--- src/rtl/fp32_pkg.sv ---
// Shared FP32 types and constants for the FP datapath.
// Used by the iterative divider and its mantissa core.
package fp32_pkg;

  localparam int FP32_BIAS = 127;
  localparam logic [7:0] FP32_EXP_MAX = 8'hFF;
  localparam int SIGN_W = 1;
  localparam int EXP_W = 8;
  localparam int MANT_W = 23;
  localparam int QBITS = 26;

  typedef struct packed {
    logic [SIGN_W-1:0] sign;
    logic [EXP_W-1:0]  exp;
    logic [MANT_W-1:0] mant;
  } fp32_t;

  typedef enum logic [1:0] {
    IDLE,
    CALC,
    ROUND,
    DONE
  } div_state_t;

endpackage

--- src/rtl/fp32_mant_div.sv ---
// Restoring significand divider, one quotient bit per cycle.
// Loads on start, pulses done during its last iteration.
module fp32_mant_div
  import fp32_pkg::*;
(
  input  logic             clk,
  input  logic             rst_n,
  input  logic             start,
  input  logic [23:0]      op_a,
  input  logic [23:0]      op_b,
  output logic             done,
  output logic [QBITS-1:0] q,
  output logic             rem_nz
);

  logic [25:0] r_q, r_d;
  logic [25:0] q_q, q_d;
  logic [23:0] b_q, b_d;
  logic [4:0]  cnt_q, cnt_d;
  logic        run_q, run_d;
  logic        ge;
  logic [25:0] diff;

  // Trial subtract, shift and count down while running.
  always_comb begin
    r_d   = r_q;
    q_d   = q_q;
    b_d   = b_q;
    cnt_d = cnt_q;
    run_d = run_q;
    ge    = r_q >= {2'b00, b_q};
    diff  = ge ? r_q - {2'b00, b_q} : r_q;
    if (start) begin
      r_d   = {2'b00, op_a};
      b_d   = op_b;
      q_d   = '0;
      cnt_d = 5'(QBITS - 1);
      run_d = 1'b1;
    end else if (run_q) begin
      r_d = {diff[24:0], 1'b0};
      q_d = {q_q[24:0], ge};
      if (cnt_q == 5'd0) run_d = 1'b0;
      else cnt_d = cnt_q - 5'd1;
    end
  end

  // Divider state registers.
  always_ff @(posedge clk or negedge rst_n) begin
    if (!rst_n) begin
      r_q   <= '0;
      q_q   <= '0;
      b_q   <= '0;
      cnt_q <= '0;
      run_q <= 1'b0;
    end else begin
      r_q   <= r_d;
      q_q   <= q_d;
      b_q   <= b_d;
      cnt_q <= cnt_d;
      run_q <= run_d;
    end
  end

  assign done   = run_q & (cnt_q == 5'd0);
  assign q      = q_q;
  assign rem_nz = |r_q;

endmodule

--- src/rtl/fp32_divider_seq.sv ---
// Iterative FP32 divider with valid/ready handshake.
// FP32_DIV_RNE_EN selects round-to-nearest-even.
module fp32_divider_seq
  import fp32_pkg::*;
(
  input  logic        clk,
  input  logic        rst_n,
  input  logic        in_valid,
  output logic        in_ready,
  input  logic [31:0] a,
  input  logic [31:0] b,
  output logic        out_valid,
  input  logic        out_ready,
  output logic [31:0] res,
  output logic        exception,
  output logic        overflow,
  output logic        underflow,
  output logic        div_by_zero
);

  div_state_t state_q, state_d;
  logic       sign_q, sign_d;
  logic [7:0] ea_q, ea_d, eb_q, eb_d;
  logic [31:0] res_q, res_d;
  logic exc_q, exc_d, ovf_q, ovf_d;
  logic unf_q, unf_d, dbz_q, dbz_d;

  fp32_t fa, fb;
  logic  a_inf, b_inf, a_zero, b_zero;
  logic  op_sign;
  logic  div_start, div_done, rem_nz;
  logic [QBITS-1:0] div_q;

  logic [25:0] qn;
  logic signed [9:0] e_raw, e_fin;
  logic [23:0] mant_sum;
  logic guard, sticky, rnd;

  assign fa      = a;
  assign fb      = b;
  assign a_inf   = fa.exp == FP32_EXP_MAX;
  assign b_inf   = fb.exp == FP32_EXP_MAX;
  assign a_zero  = fa.exp == 8'd0;
  assign b_zero  = fb.exp == 8'd0;
  assign op_sign = fa.sign ^ fb.sign;

  fp32_mant_div u_mdiv (
    .clk    (clk),
    .rst_n  (rst_n),
    .start  (div_start),
    .op_a   ({1'b1, fa.mant}),
    .op_b   ({1'b1, fb.mant}),
    .done   (div_done),
    .q      (div_q),
    .rem_nz (rem_nz)
  );

  // Normalise the quotient, round and rebuild the exponent.
  always_comb begin
    qn     = div_q[25] ? div_q : {div_q[24:0], 1'b0};
    e_raw  = $signed({2'b00, ea_q})
           - $signed({2'b00, eb_q})
           + 10'(FP32_BIAS)
           - $signed({9'd0, ~div_q[25]});
    guard  = qn[1];
    sticky = qn[0] | rem_nz;
`ifdef FP32_DIV_RNE_EN
    rnd    = guard & (sticky | qn[2]);
`else
    rnd    = guard & sticky;
`endif
    mant_sum = {1'b0, qn[24:2]} + {23'd0, rnd};
    e_fin    = e_raw + $signed({9'd0, mant_sum[23]});
  end

  // Handshake FSM, special-case decode and result packing.
  always_comb begin
    state_d   = state_q;
    sign_d    = sign_q;
    ea_d      = ea_q;
    eb_d      = eb_q;
    res_d     = res_q;
    exc_d     = exc_q;
    ovf_d     = ovf_q;
    unf_d     = unf_q;
    dbz_d     = dbz_q;
    div_start = 1'b0;
    unique case (state_q)
      IDLE: begin
        if (in_valid) begin
          sign_d  = op_sign;
          ea_d    = fa.exp;
          eb_d    = fb.exp;
          exc_d   = 1'b0;
          ovf_d   = 1'b0;
          unf_d   = 1'b0;
          dbz_d   = 1'b0;
          state_d = DONE;
          if (a_inf | b_inf) begin
            res_d = 32'h0;
            exc_d = 1'b1;
          end else if (b_zero) begin
            res_d = {op_sign, FP32_EXP_MAX, 23'd0};
            dbz_d = 1'b1;
          end else if (a_zero) begin
            res_d = {op_sign, 31'd0};
          end else begin
            div_start = 1'b1;
            state_d   = CALC;
          end
        end
      end
      CALC: begin
        if (div_done) state_d = ROUND;
      end
      ROUND: begin
        state_d = DONE;
        unique case (1'b1)
          (e_fin >= 10'sd255): begin
            ovf_d = 1'b1;
            res_d = {sign_q, FP32_EXP_MAX, 23'd0};
          end
          (e_fin <= 10'sd0): begin
            unf_d = 1'b1;
            res_d = {sign_q, 31'd0};
          end
          default: begin
            res_d = {sign_q, e_fin[7:0], mant_sum[22:0]};
          end
        endcase
      end
      DONE: begin
        if (out_ready) state_d = IDLE;
      end
      default: state_d = IDLE;
    endcase
  end

  // State and result registers.
  always_ff @(posedge clk or negedge rst_n) begin
    if (!rst_n) begin
      state_q <= IDLE;
      sign_q  <= 1'b0;
      ea_q    <= '0;
      eb_q    <= '0;
      res_q   <= '0;
      exc_q   <= 1'b0;
      ovf_q   <= 1'b0;
      unf_q   <= 1'b0;
      dbz_q   <= 1'b0;
    end else begin
      state_q <= state_d;
      sign_q  <= sign_d;
      ea_q    <= ea_d;
      eb_q    <= eb_d;
      res_q   <= res_d;
      exc_q   <= exc_d;
      ovf_q   <= ovf_d;
      unf_q   <= unf_d;
      dbz_q   <= dbz_d;
    end
  end

  assign in_ready    = rst_n & (state_q == IDLE);
  assign out_valid   = state_q == DONE;
  assign res         = res_q;
  assign exception   = exc_q;
  assign overflow    = ovf_q;
  assign underflow   = unf_q;
  assign div_by_zero = dbz_q;

endmodule

--- config.mk ---
export PLATFORM = sky130hd
export DESIGN_NAME = fp32_divider_seq
export DESIGN_NICKNAME = d
export VERILOG_FILES = /design/src/rtl/fp32_pkg.sv /design/src/rtl/fp32_mant_div.sv /design/src/rtl/fp32_divider_seq.sv
export SDC_FILE = /design/constraint.sdc
export NUM_CORES = 1
export LEC_CHECK = 0
export CORE_ASPECT_RATIO = 1.25
export CORE_MARGIN = 10
export CORE_UTILIZATION = 55
export DETAILED_ROUTE_END_ITERATION = 7
export PLACE_DENSITY = 0.78
export SLEW_MARGIN = 30
export SYNTH_ARGS = -nofsm -noshare
export SYNTH_HDL_FRONTEND = slang
export SYNTH_HIERARCHICAL = 1
export SYNTH_SLANG_ARGS = --single-unit
--- constraint.sdc ---
create_clock -name clk -period 11.3 [get_ports clk]
set_input_delay 1.13 -clock clk [delete_from_list [all_inputs] [get_ports clk]]
set_output_delay 1.13 -clock clk [all_outputs]
set_load 0.02 [all_outputs]
==> flow_metrics.env, run 1 <==
export IMPL_post_synth_most_frequent_cells="137 x dfrtp_1, 85 x nand2_1, 69 x nor2_1"
export IMPL_grt_max_degree=86
export IMPL_cpPeakStageDelay_ps=540
export IMPL_post_cts_buffers=0
export IMPL_worst_min_delay_path_category="flop to flop"
export IMPL_drc=0
export IMPL_totalNegativeSetupSlack_ps=0
export IMPL_slowest_stage="nor4_4"
export IMPL_finalSetupViolations=0
export IMPL_wl_mm=21.6
export IMPL_critPathMaxFanout=15
export IMPL_ys_types=78
export IMPL_post_drt_wl_per_cell_um=16.7
export IMPL_diodes=0
export IMPL_drt_antenna_violating_nets=0
export IMPL_critPathRequiredTime_ps=11670
export IMPL_critPathCaptureType="flop"
export IMPL_leading_cell_types_by_total_area_after_synthesis="dfrtp_1 38%, ha_1 6.4%, mux2i_1 5.3%"
export IMPL_yosys_warnings=6
export IMPL_dominantRegCellSynth="dfrtp_1"
export IMPL_post_synth_top_area_cell="dfrtp_1"
export IMPL_grt_remaining_overflow=0
export IMPL_clk_lat_worst_skew_ps=430
export IMPL_layout_min_cycle_time_ps=5740
export IMPL_clock_skew_ps=8.56
export IMPL_drt_pass1_iterations=5
export IMPL_synth_cell_area_um2=9120
export IMPL_syn_avg_cell_area_um2=9.30
export IMPL_timing_setup_critical_path_class="flop to flop"
export IMPL_worstPathArrival_ps=6100
export IMPL_io_pin_count=106
export IMPL_dp_hpwl_mm=15.6
export IMPL_floorplan_die_area_um2=22200
export IMPL_antenna_violations_before_repair=0
export IMPL_design_core_area_um2=16300
export IMPL_final_layout_size_suffix_gt1_share_pct=9.57
export IMPL_post_route_period_util_pct=50.8
export IMPL_tritoncts="built"
export IMPL_synth_most_common_cell="dfrtp_1"
export IMPL_yosys_area_top_type_share_pct=37.6
export IMPL_crit_path_cell_trace="nor4_1 > nand2_1 > nor4_1 > nand4_1 > o211ai_1 > o21ai_0 > ha_1 > nand2_1 > a2111oi_0 > nand4_1 > nor4b_1 > fa_1 > ha_1 > inv_1 > fa_1 > nor2b_4 > o311a_1 > o311a_1 > or3_4 > and3_4 > nor4_4 > buf_4 > a22o_2"
export IMPL_hold_sp="res[25]"
export IMPL_vias_in_the_first_global_route=7374
export IMPL_clock_root_buffer="clkbuf_16"
export IMPL_cts_root_to_sink_buffers=2
export IMPL_groute_usage_overall_pct=19.8
export IMPL_reg2reg_from="u_mdiv/r_q[23]"
export IMPL_normalized_max_slew_margin_pct=42.5
export IMPL_setup_repair_after_global_routing_missed_its_margin="false"
export IMPL_tightestPinTransition_ps=861
export IMPL_multiInputGateArea_um2=5220
export IMPL_synthArstFlopShare_pct=100
export IMPL_status="finished, final reports clean"
export IMPL_routed_via_density=5.82
export IMPL_finalWeightedCongestion=0.909
export IMPL_die_height_um=164
export IMPL_iter_0_drt_violations=523
export IMPL_final_max_slew_viol_count=0
export IMPL_hold_worst_slack_ps=489
export IMPL_number_of_enable_type_register_cells_in_the_synthesized_netlist=0
export IMPL_critPathTopFamily="simple AND/OR/NAND/NOR gates"
export IMPL_ys_ff_latch=137
export IMPL_finish_net_count=1184
export IMPL_vias=7517
export IMPL_clock_edge_transition_at_the_registers_on_the_reported_setup_and_hold_paths_ps=60
export IMPL_startpoint_type_of_the_worst_setup_path="flop"
export IMPL_cts_hold_fix_buffers=0
export IMPL_area_growth_syn_to_layout_pct=18.8
export IMPL_postCtsResizedCells=0
export IMPL_sequential_cell_area_um2=3430
export IMPL_cp_buffers_inverters=2
export IMPL_port_buffer_count=105
export IMPL_fillers=1300
export IMPL_cts_sink_count=137
export IMPL_number_of_cts_inserted_buffers=17
export IMPL_fmax_mhz=174
export IMPL_cts_max_level=4
export IMPL_setup_crit_start="u_mdiv/r_q[23]"
export IMPL_register_area_share_after_synthesis_pct=37.6
export IMPL_grt_first_pass_wirelength_mm=36.1
export IMPL_start_util_pct=56.1
export IMPL_floorplan_die_width_um=135
export IMPL_cap_viol_max_count=0
export IMPL_synthesis_instances=981
export IMPL_row_count=52
export IMPL_hold_fails_final_rpt=0
kinds of logic after synthesis:
group / after synthesis / synth area share (%)
adders and majority gates: 51 / 7.33
and+or+nand+nor: 297 / 16.5
DFF: 137 / 37.6
xor gates and xnor gates: 65 / 6.24
buffers and inverters: 106 / 5.32
muxes: 66 / 7.49
AOI/OAI and AO/OA: 258 / 19.5
other: 1 / 0.0411
sequential cells by signal, indices dropped and copies added (netlist names), 2 cells and up:
name	count
res	32
eb_q	8
u_mdiv/q	26
state_q	2
u_mdiv/cnt_q	5
u_mdiv/r_q	26
ea_q	8
u_mdiv/b_q	24
final cells by class:
cell class | count | area share [%]
clock inverter | 8 | 1.11
inverter | 58 | 2.01
multi-input combinational | 739 | 48.2
sequential | 137 | 31.6
tap | 216 | 2.49
timing repair buffer | 112 | 10.2
clock buffer | 22 | 4.38
worst paths after layout:
kind	end	slack, ps	depth (start not counted)
hold / removal	res[25]	490	1
min in group asynchronous	u_mdiv/b_q[7]	770	1
hold reg to reg	res[25]	490	1
setup reg to reg	res[11]	5560	23
max in group asynchronous	u_mdiv/run_q	9320	2
setup / recovery	res[11]	5560	23
cells in the final DEF, fill, tap and decap left out, types with 9 or more instances in the layout:
cell type,count
nor3_1,15
mux2i_1,48
nor2b_1,15
nand4_1,13
xor2_1,30
a31oi_1,12
o21ai_0,63
ha_1,47
xnor2_1,35
inv_1,58
and3_1,9
nor2_1,68
a21oi_1,61
and2_1,10
nor3b_1,18
nor4_1,10
a21o_1,22
dfrtp_1,136
mux2_2,18
clkdlybuf4s50_1,104
a22o_2,22
nand3_1,18
nand2_1,84
nand2b_1,10
clkbuf_16,17
metal layers:
metal  part of all wire, %  global-route usage, %  vias up
met5                     0                      0        -
met1                    43                   23.8     3602
met2                    50                   34.2      190
met4                   2.3                   6.96        0
li1                      -                      -     3683
met3                   4.5                   4.22       42
through the flow:
step	utilization, %	area [um^2]	setup slack [ps]	cells
after floorplan	-	9120	5640	982
final	66.6	10800	5560	1292
after CTS	66.6	10800	5610	1292
after detailed placement	63.0	10200	5620	1262
after global routing	66.6	10800	5090	1292
after global placement	62.9	10200	5480	1261
worst reg2reg max path, stage by stage (launching register included):
cell	delay (ps)
dfrtp_1	420
nor4_1	380
nand2_1	100
nor4_1	310
nand4_1	210
o211ai_1	210
o21ai_0	120
ha_1	230
nand2_1	80
a2111oi_0	100
nand4_1	220
nor4b_1	100
fa_1	400
ha_1	200
inv_1	70
fa_1	240
nor2b_4	60
o311a_1	300
o311a_1	310
or3_4	430
and3_4	170
nor4_4	540
buf_4	310
a22o_2	150
Power of run 1 is left out: the tool's default activity adds up to more than one toggle a clock period on the data nets, which glitch-free logic cannot reach.
==> inputs of run 2 (changes only) <==
==> constraint.sdc (replaced) <==
create_clock -name clk -period 5.6 [get_ports clk]
set_input_delay 0.56 -clock clk [delete_from_list [all_inputs] [get_ports clk]]
set_output_delay 0.56 -clock clk [all_outputs]
set_load 0.02 [all_outputs]
==> run 2 against run 1 <==
Compared with the run above: sequential cell count unchanged; cell area up 2.6%; non-clock buffer count up 13; critical endpoint is now res[22]; highest routed layer unchanged.
==> flow_metrics.env, run 2 (synthesized netlist as in run 1, its figures left out) <==
export IMPL_row_count=52
export IMPL_routed_via_density=5.75
export IMPL_cts_sink_count=137
export IMPL_finalSetupViolations=0
export IMPL_hold_worst_slack_ps=143
export IMPL_final_cell_area_um2=11100
export IMPL_number_of_cts_inserted_buffers=17
export IMPL_antenna_violations_before_repair=0
export IMPL_layout_min_cycle_time_ps=5370
export IMPL_clock_skew_ps=7.53
export IMPL_cts_root_to_sink_buffers=2
export IMPL_critPathCaptureType="flop"
export IMPL_die_height_um=164
export IMPL_finalWeightedCongestion=0.892
export IMPL_vias=7515
export IMPL_timing_setup_critical_path_class="flop to flop"
export IMPL_vias_in_the_first_global_route=7314
export IMPL_worst_min_delay_path_category="input port to async pin"
export IMPL_finish_net_count=1197
export IMPL_drt_pass1_iterations=7
export IMPL_status="finished, final reports clean"
export IMPL_cap_viol_max_count=0
export IMPL_multiInputGateArea_um2=5320
export IMPL_iter_0_drt_violations=554
export IMPL_fillers=1306
export IMPL_port_buffer_count=105
export IMPL_post_drt_wl_per_cell_um=16.7
export IMPL_grt_first_pass_wirelength_mm=35.3
export IMPL_clk_lat_worst_skew_ps=420
export IMPL_final_max_slew_viol_count=0
export IMPL_clock_edge_transition_at_the_registers_on_the_reported_setup_and_hold_paths_ps=60
export IMPL_drt_antenna_violating_nets=0
export IMPL_groute_usage_overall_pct=19.2
export IMPL_critPathMaxFanout=11
export IMPL_startpoint_type_of_the_worst_setup_path="flop"
export IMPL_post_route_period_util_pct=96.0
export IMPL_max_ffs_per_register=32
export IMPL_design_core_area_um2=16300
export IMPL_fmax_mhz=186
export IMPL_io_pin_count=106
export IMPL_diodes=0
export IMPL_clock_root_buffer="clkbuf_16"
export IMPL_start_util_pct=56.1
export IMPL_normalized_max_slew_margin_pct=39.7
export IMPL_sequential_cell_area_um2=3430
export IMPL_setup_slack_ps=226
export IMPL_tightestPinTransition_ps=902
export IMPL_dp_hpwl_mm=15.5
export IMPL_tritoncts="built"
export IMPL_grt_remaining_overflow=0
export IMPL_floorplan_die_width_um=135
export IMPL_pre_cts_ws_ps=-149
export IMPL_worstPathArrival_ps=5680
export IMPL_floorplan_die_area_um2=22200
export IMPL_drc=0
export IMPL_grt_max_degree=77
export IMPL_final_layout_size_suffix_gt1_share_pct=12.2
export IMPL_placed_cell_area_um2=10300
export IMPL_most_common_library_cell_in_the_layout_ignoring_fill_and_taps="dfrtp_1"
export IMPL_most_common_layout_cells="134 x dfrtp_1, 104 x clkdlybuf4s50_1, 84 x nand2_1"
export IMPL_cts_hold_fix_buffers=0
export IMPL_wl_mm=21.9
export IMPL_critPathRequiredTime_ps=5910
export IMPL_final_core_utilization_pct=68.3
export IMPL_cts_max_level=4
export IMPL_hold_fails_final_rpt=0
export IMPL_area_growth_syn_to_layout_pct=21.9
-- run 2: through the flow --
stage,instances,TNS (ps)
after floorplan,982,0
after global placement,1264,-420
after detailed placement,1264,-3730
after CTS,1296,0
after global routing,1307,-556
final,1307,0
-- run 2: final timing paths --
kind / start / to / slack, ps / cells past startpoint
max reg2reg: u_mdiv/r_q[24] / res[22] / 230 / 22
max: u_mdiv/r_q[24] / res[22] / 230 / 22
min reg2reg: exception / exception / 480 / 2
min: rst_n / u_mdiv/r_q[7] / 140 / 1
max in group asynchronous: rst_n / u_mdiv/run_q / 4380 / 2
min in group clk: exception / exception / 480 / 2
-- run 2: timing repair --
| action | CTS | global route |
|---|---|---|
| cloned | 0 | 2 |
| buffers inserted | 0 | 9 |
| pin swaps | 2 | 14 |
| setup endpoints to repair | 30 | 33 |
| gates resized for setup | 2 | 28 |
-- run 2: area by class of cell --
| class | count | area share, % |
|---|---|---|
| Multi-Input combinational cell | 739 | 47.9 |
| Inverter | 58 | 1.96 |
| Sequential cell | 137 | 30.9 |
| Clock buffer | 18 | 3.95 |
| Timing Repair Buffer | 125 | 11.0 |
| Tap cell | 216 | 2.43 |
| Clock inverter | 14 | 1.90 |
-- run 2: metal layers --
| metal | vias up | share of wire [%] | global-route usage, % |
|---|---|---|---|
| met4 | 0 | 2.1 | 5.88 |
| met5 | - | 0 | 0 |
| met3 | 42 | 4.5 | 4.03 |
| met2 | 184 | 51 | 33.6 |
| met1 | 3582 | 42 | 23.1 |
| li1 | 3707 | - | - |
-- run 2: critical path, cell delays in order (launching register included) --
cell and delay (ps):
dfrtp_1 410, or4_4 570, nor4_4 190, nand4_1 240
o211ai_1 240, o21ai_1 100, ha_2 190, nand2_1 70
a2111oi_1 80, nand4_1 250, nor4b_4 80, fa_2 350
ha_2 180, inv_1 60, fa_2 220, nor2b_4 40
o311a_1 300, o311a_1 370, or3_4 440, o31ai_4 320
nor4_4 120, buf_6 200, a22o_2 200
Power of run 2 is left out for the same reason.
==> inputs of run 3 (changes only) <==
--- a/config.mk
+++ b/config.mk
@@ -6,7 +6,7 @@
 export NUM_CORES = 1
 export LEC_CHECK = 0
 export CORE_ASPECT_RATIO = 1.25
-export CORE_MARGIN = 10
+export CORE_MARGIN = 2
 export CORE_UTILIZATION = 55
 export DETAILED_ROUTE_END_ITERATION = 7
 export PLACE_DENSITY = 0.78
==> run 3 against run 2 <==
Compared with the run above: global-route usage up 5.5 points; setup slack worse by 94 ps; die area down 20%; clock skew up 3.3 ps; non-clock buffer count down 2; hold slack worse by 16 ps; critical path depth unchanged; cell area down 0.74%; largest cell class unchanged; count of clock-buffer cells in the layout unchanged; wire length down 3.9%; fmax down 1.7%.
==> flow_metrics.env, run 3 (synthesized netlist as in run 1, its figures left out) <==
export IMPL_status="finished, final reports clean"
export IMPL_critPathTopFamily="simple AND/OR/NAND/NOR gates"
export IMPL_critPathCaptureType="flop"
export IMPL_cap_viol_max_count=0
export IMPL_reg2reg_from="u_mdiv/r_q[24]"
export IMPL_most_common_layout_cells="134 x dfrtp_1, 104 x clkdlybuf4s50_1, 85 x nand2_1"
export IMPL_most_common_library_cell_in_the_layout_ignoring_fill_and_taps="dfrtp_1"
export IMPL_setup_crit_start="u_mdiv/r_q[24]"
export IMPL_number_of_cts_inserted_buffers=17
export IMPL_groute_usage_overall_pct=24.7
export IMPL_routed_via_density=5.72
export IMPL_drt_pass1_iterations=5
export IMPL_wl_mm=21.0
export IMPL_tritoncts="built"
export IMPL_totalNegativeSetupSlack_ps=0
export IMPL_critPathMaxFanout=6
export IMPL_finish_net_count=1195
export IMPL_layout_min_cycle_time_ps=5470
export IMPL_design_core_area_um2=16200
export IMPL_post_route_period_util_pct=97.6
export IMPL_normalized_max_slew_margin_pct=42.6
export IMPL_slowest_stage="or4_4"
export IMPL_drt_antenna_violating_nets=0
export IMPL_io_pin_count=106
export IMPL_crit_path_cell_trace="or4_4 > nor4_4 > nand4_1 > o211ai_1 > o21ai_1 > ha_1 > nand2_1 > a2111oi_2 > nand4_1 > nor4b_2 > fa_2 > ha_1 > inv_1 > fa_2 > nor2b_4 > o311a_1 > o311a_1 > or3_4 > and3_4 > nor4_4 > buf_4 > a22o_2"
export IMPL_highest_signal_layer="met4"
export IMPL_die_height_um=148
export IMPL_dp_hpwl_mm=14.7
export IMPL_fmax_mhz=183
export IMPL_start_util_pct=56.3
export IMPL_tightestPinTransition_ps=859
export IMPL_iter_0_drt_violations=473
export IMPL_final_core_utilization_pct=68.1
export IMPL_clock_skew_ps=10.9
export IMPL_met2WireLength_mm=10.7
export IMPL_finalSetupViolations=0
export IMPL_vias=7465
export IMPL_port_buffer_count=105
export IMPL_cpPeakStageDelay_ps=530
export IMPL_final_max_slew_viol_count=0
export IMPL_worstPathArrival_ps=5840
export IMPL_setup_slack_ps=132
export IMPL_post_drt_wl_per_cell_um=16.1
export IMPL_row_count=52
export IMPL_cts_sink_count=137
export IMPL_grt_remaining_overflow=0
export IMPL_critPathRequiredTime_ps=5970
export IMPL_grt_max_degree=74
export IMPL_clk_lat_worst_skew_ps=430
export IMPL_vias_in_the_first_global_route=7232
export IMPL_clock_edge_transition_at_the_registers_on_the_reported_setup_and_hold_paths_ps=60
export IMPL_grt_first_pass_wirelength_mm=35.3
export IMPL_area_growth_syn_to_layout_pct=20.9
export IMPL_cp_buffers_inverters=2
export IMPL_worst_min_delay_path_category="input port to async pin"
export IMPL_placed_cell_area_um2=10300
export IMPL_finalWeightedCongestion=0.889
export IMPL_startpoint_type_of_the_worst_setup_path="flop"
export IMPL_hold_fails_final_rpt=0
export IMPL_timing_setup_critical_path_class="flop to flop"
export IMPL_antenna_violations_before_repair=0
export IMPL_met1Wirelength_mm=9.06
export IMPL_floorplan_die_width_um=119
export IMPL_max_ffs_per_register=32
export IMPL_met3_wirelength_um=771
export IMPL_cts_root_to_sink_buffers=2
export IMPL_pre_cts_ws_ps=-78.1
export IMPL_final_cell_area_um2=11000
export IMPL_floorplan_die_area_um2=17600
export IMPL_setup_repair_after_global_routing_missed_its_margin="true"
export IMPL_diodes=0
export IMPL_clock_root_buffer="clkbuf_16"
export IMPL_cts_max_level=4
export IMPL_final_layout_size_suffix_gt1_share_pct=11.7
export IMPL_drc=0
==> run 3: layout make-up <==
class | instances | area, um^2
timing repair buffer | 123 | 1200
multi-input combinational | 739 | 5290
fill | 1255 | 5170
tap | 216 | 270
clock buffer | 18 | 429
clock inverter | 14 | 198
sequential | 137 | 3430
inverter | 58 | 218
==> run 3: final timing paths <==
check	end	cells after the start	slack, ps
worst min-delay path	u_mdiv/b_q[4]	1	130
worst max-delay path	res[9]	22	130
worst max register to register	res[9]	22	130
max in group asynchronous	u_mdiv/run_q	2	4390
min in group clk	sign_q	2	480
worst min register to register	sign_q	2	480
==> run 3: worst register-to-register path, cell delays in order, from the launching register on <==
cell,delay [ps]
dfrtp_1,410
or4_4,530
nor4_4,300
nand4_1,250
o211ai_1,240
o21ai_1,90
ha_1,220
nand2_1,110
a2111oi_2,80
nand4_1,220
nor4b_2,100
fa_2,380
ha_1,210
inv_1,80
fa_2,240
nor2b_4,50
o311a_1,300
o311a_1,320
or3_4,370
and3_4,170
nor4_4,370
buf_4,230
a22o_2,130
==> run 3: per-stage QoR <==
step | instances | hold slack, ps
detailed placement | 1266 | 472
finish | 1305 | 127
global route | 1305 | 177
floorplan | 982 | 264
CTS | 1298 | 150
global placement | 1266 | 464
==> run 3: metal layers <==
| layer | global-route usage [%] | vias up |
|---|---|---|
| met2 | 42.3 | 196 |
| met1 | 31.7 | 3540 |
| met4 | 8.69 | 0 |
| li1 | - | 3694 |
| met3 | 3.94 | 35 |
| met5 | 0 | - |
==> run 3: timing repair <==
action,in CTS,in global routing
hold buffers,0,0
pin swaps,2,8
cloned,0,2
resized for setup,3,16
setup endpoints to repair,30,32
buffers inserted,0,6
Power of run 3 is left out for the same reason.
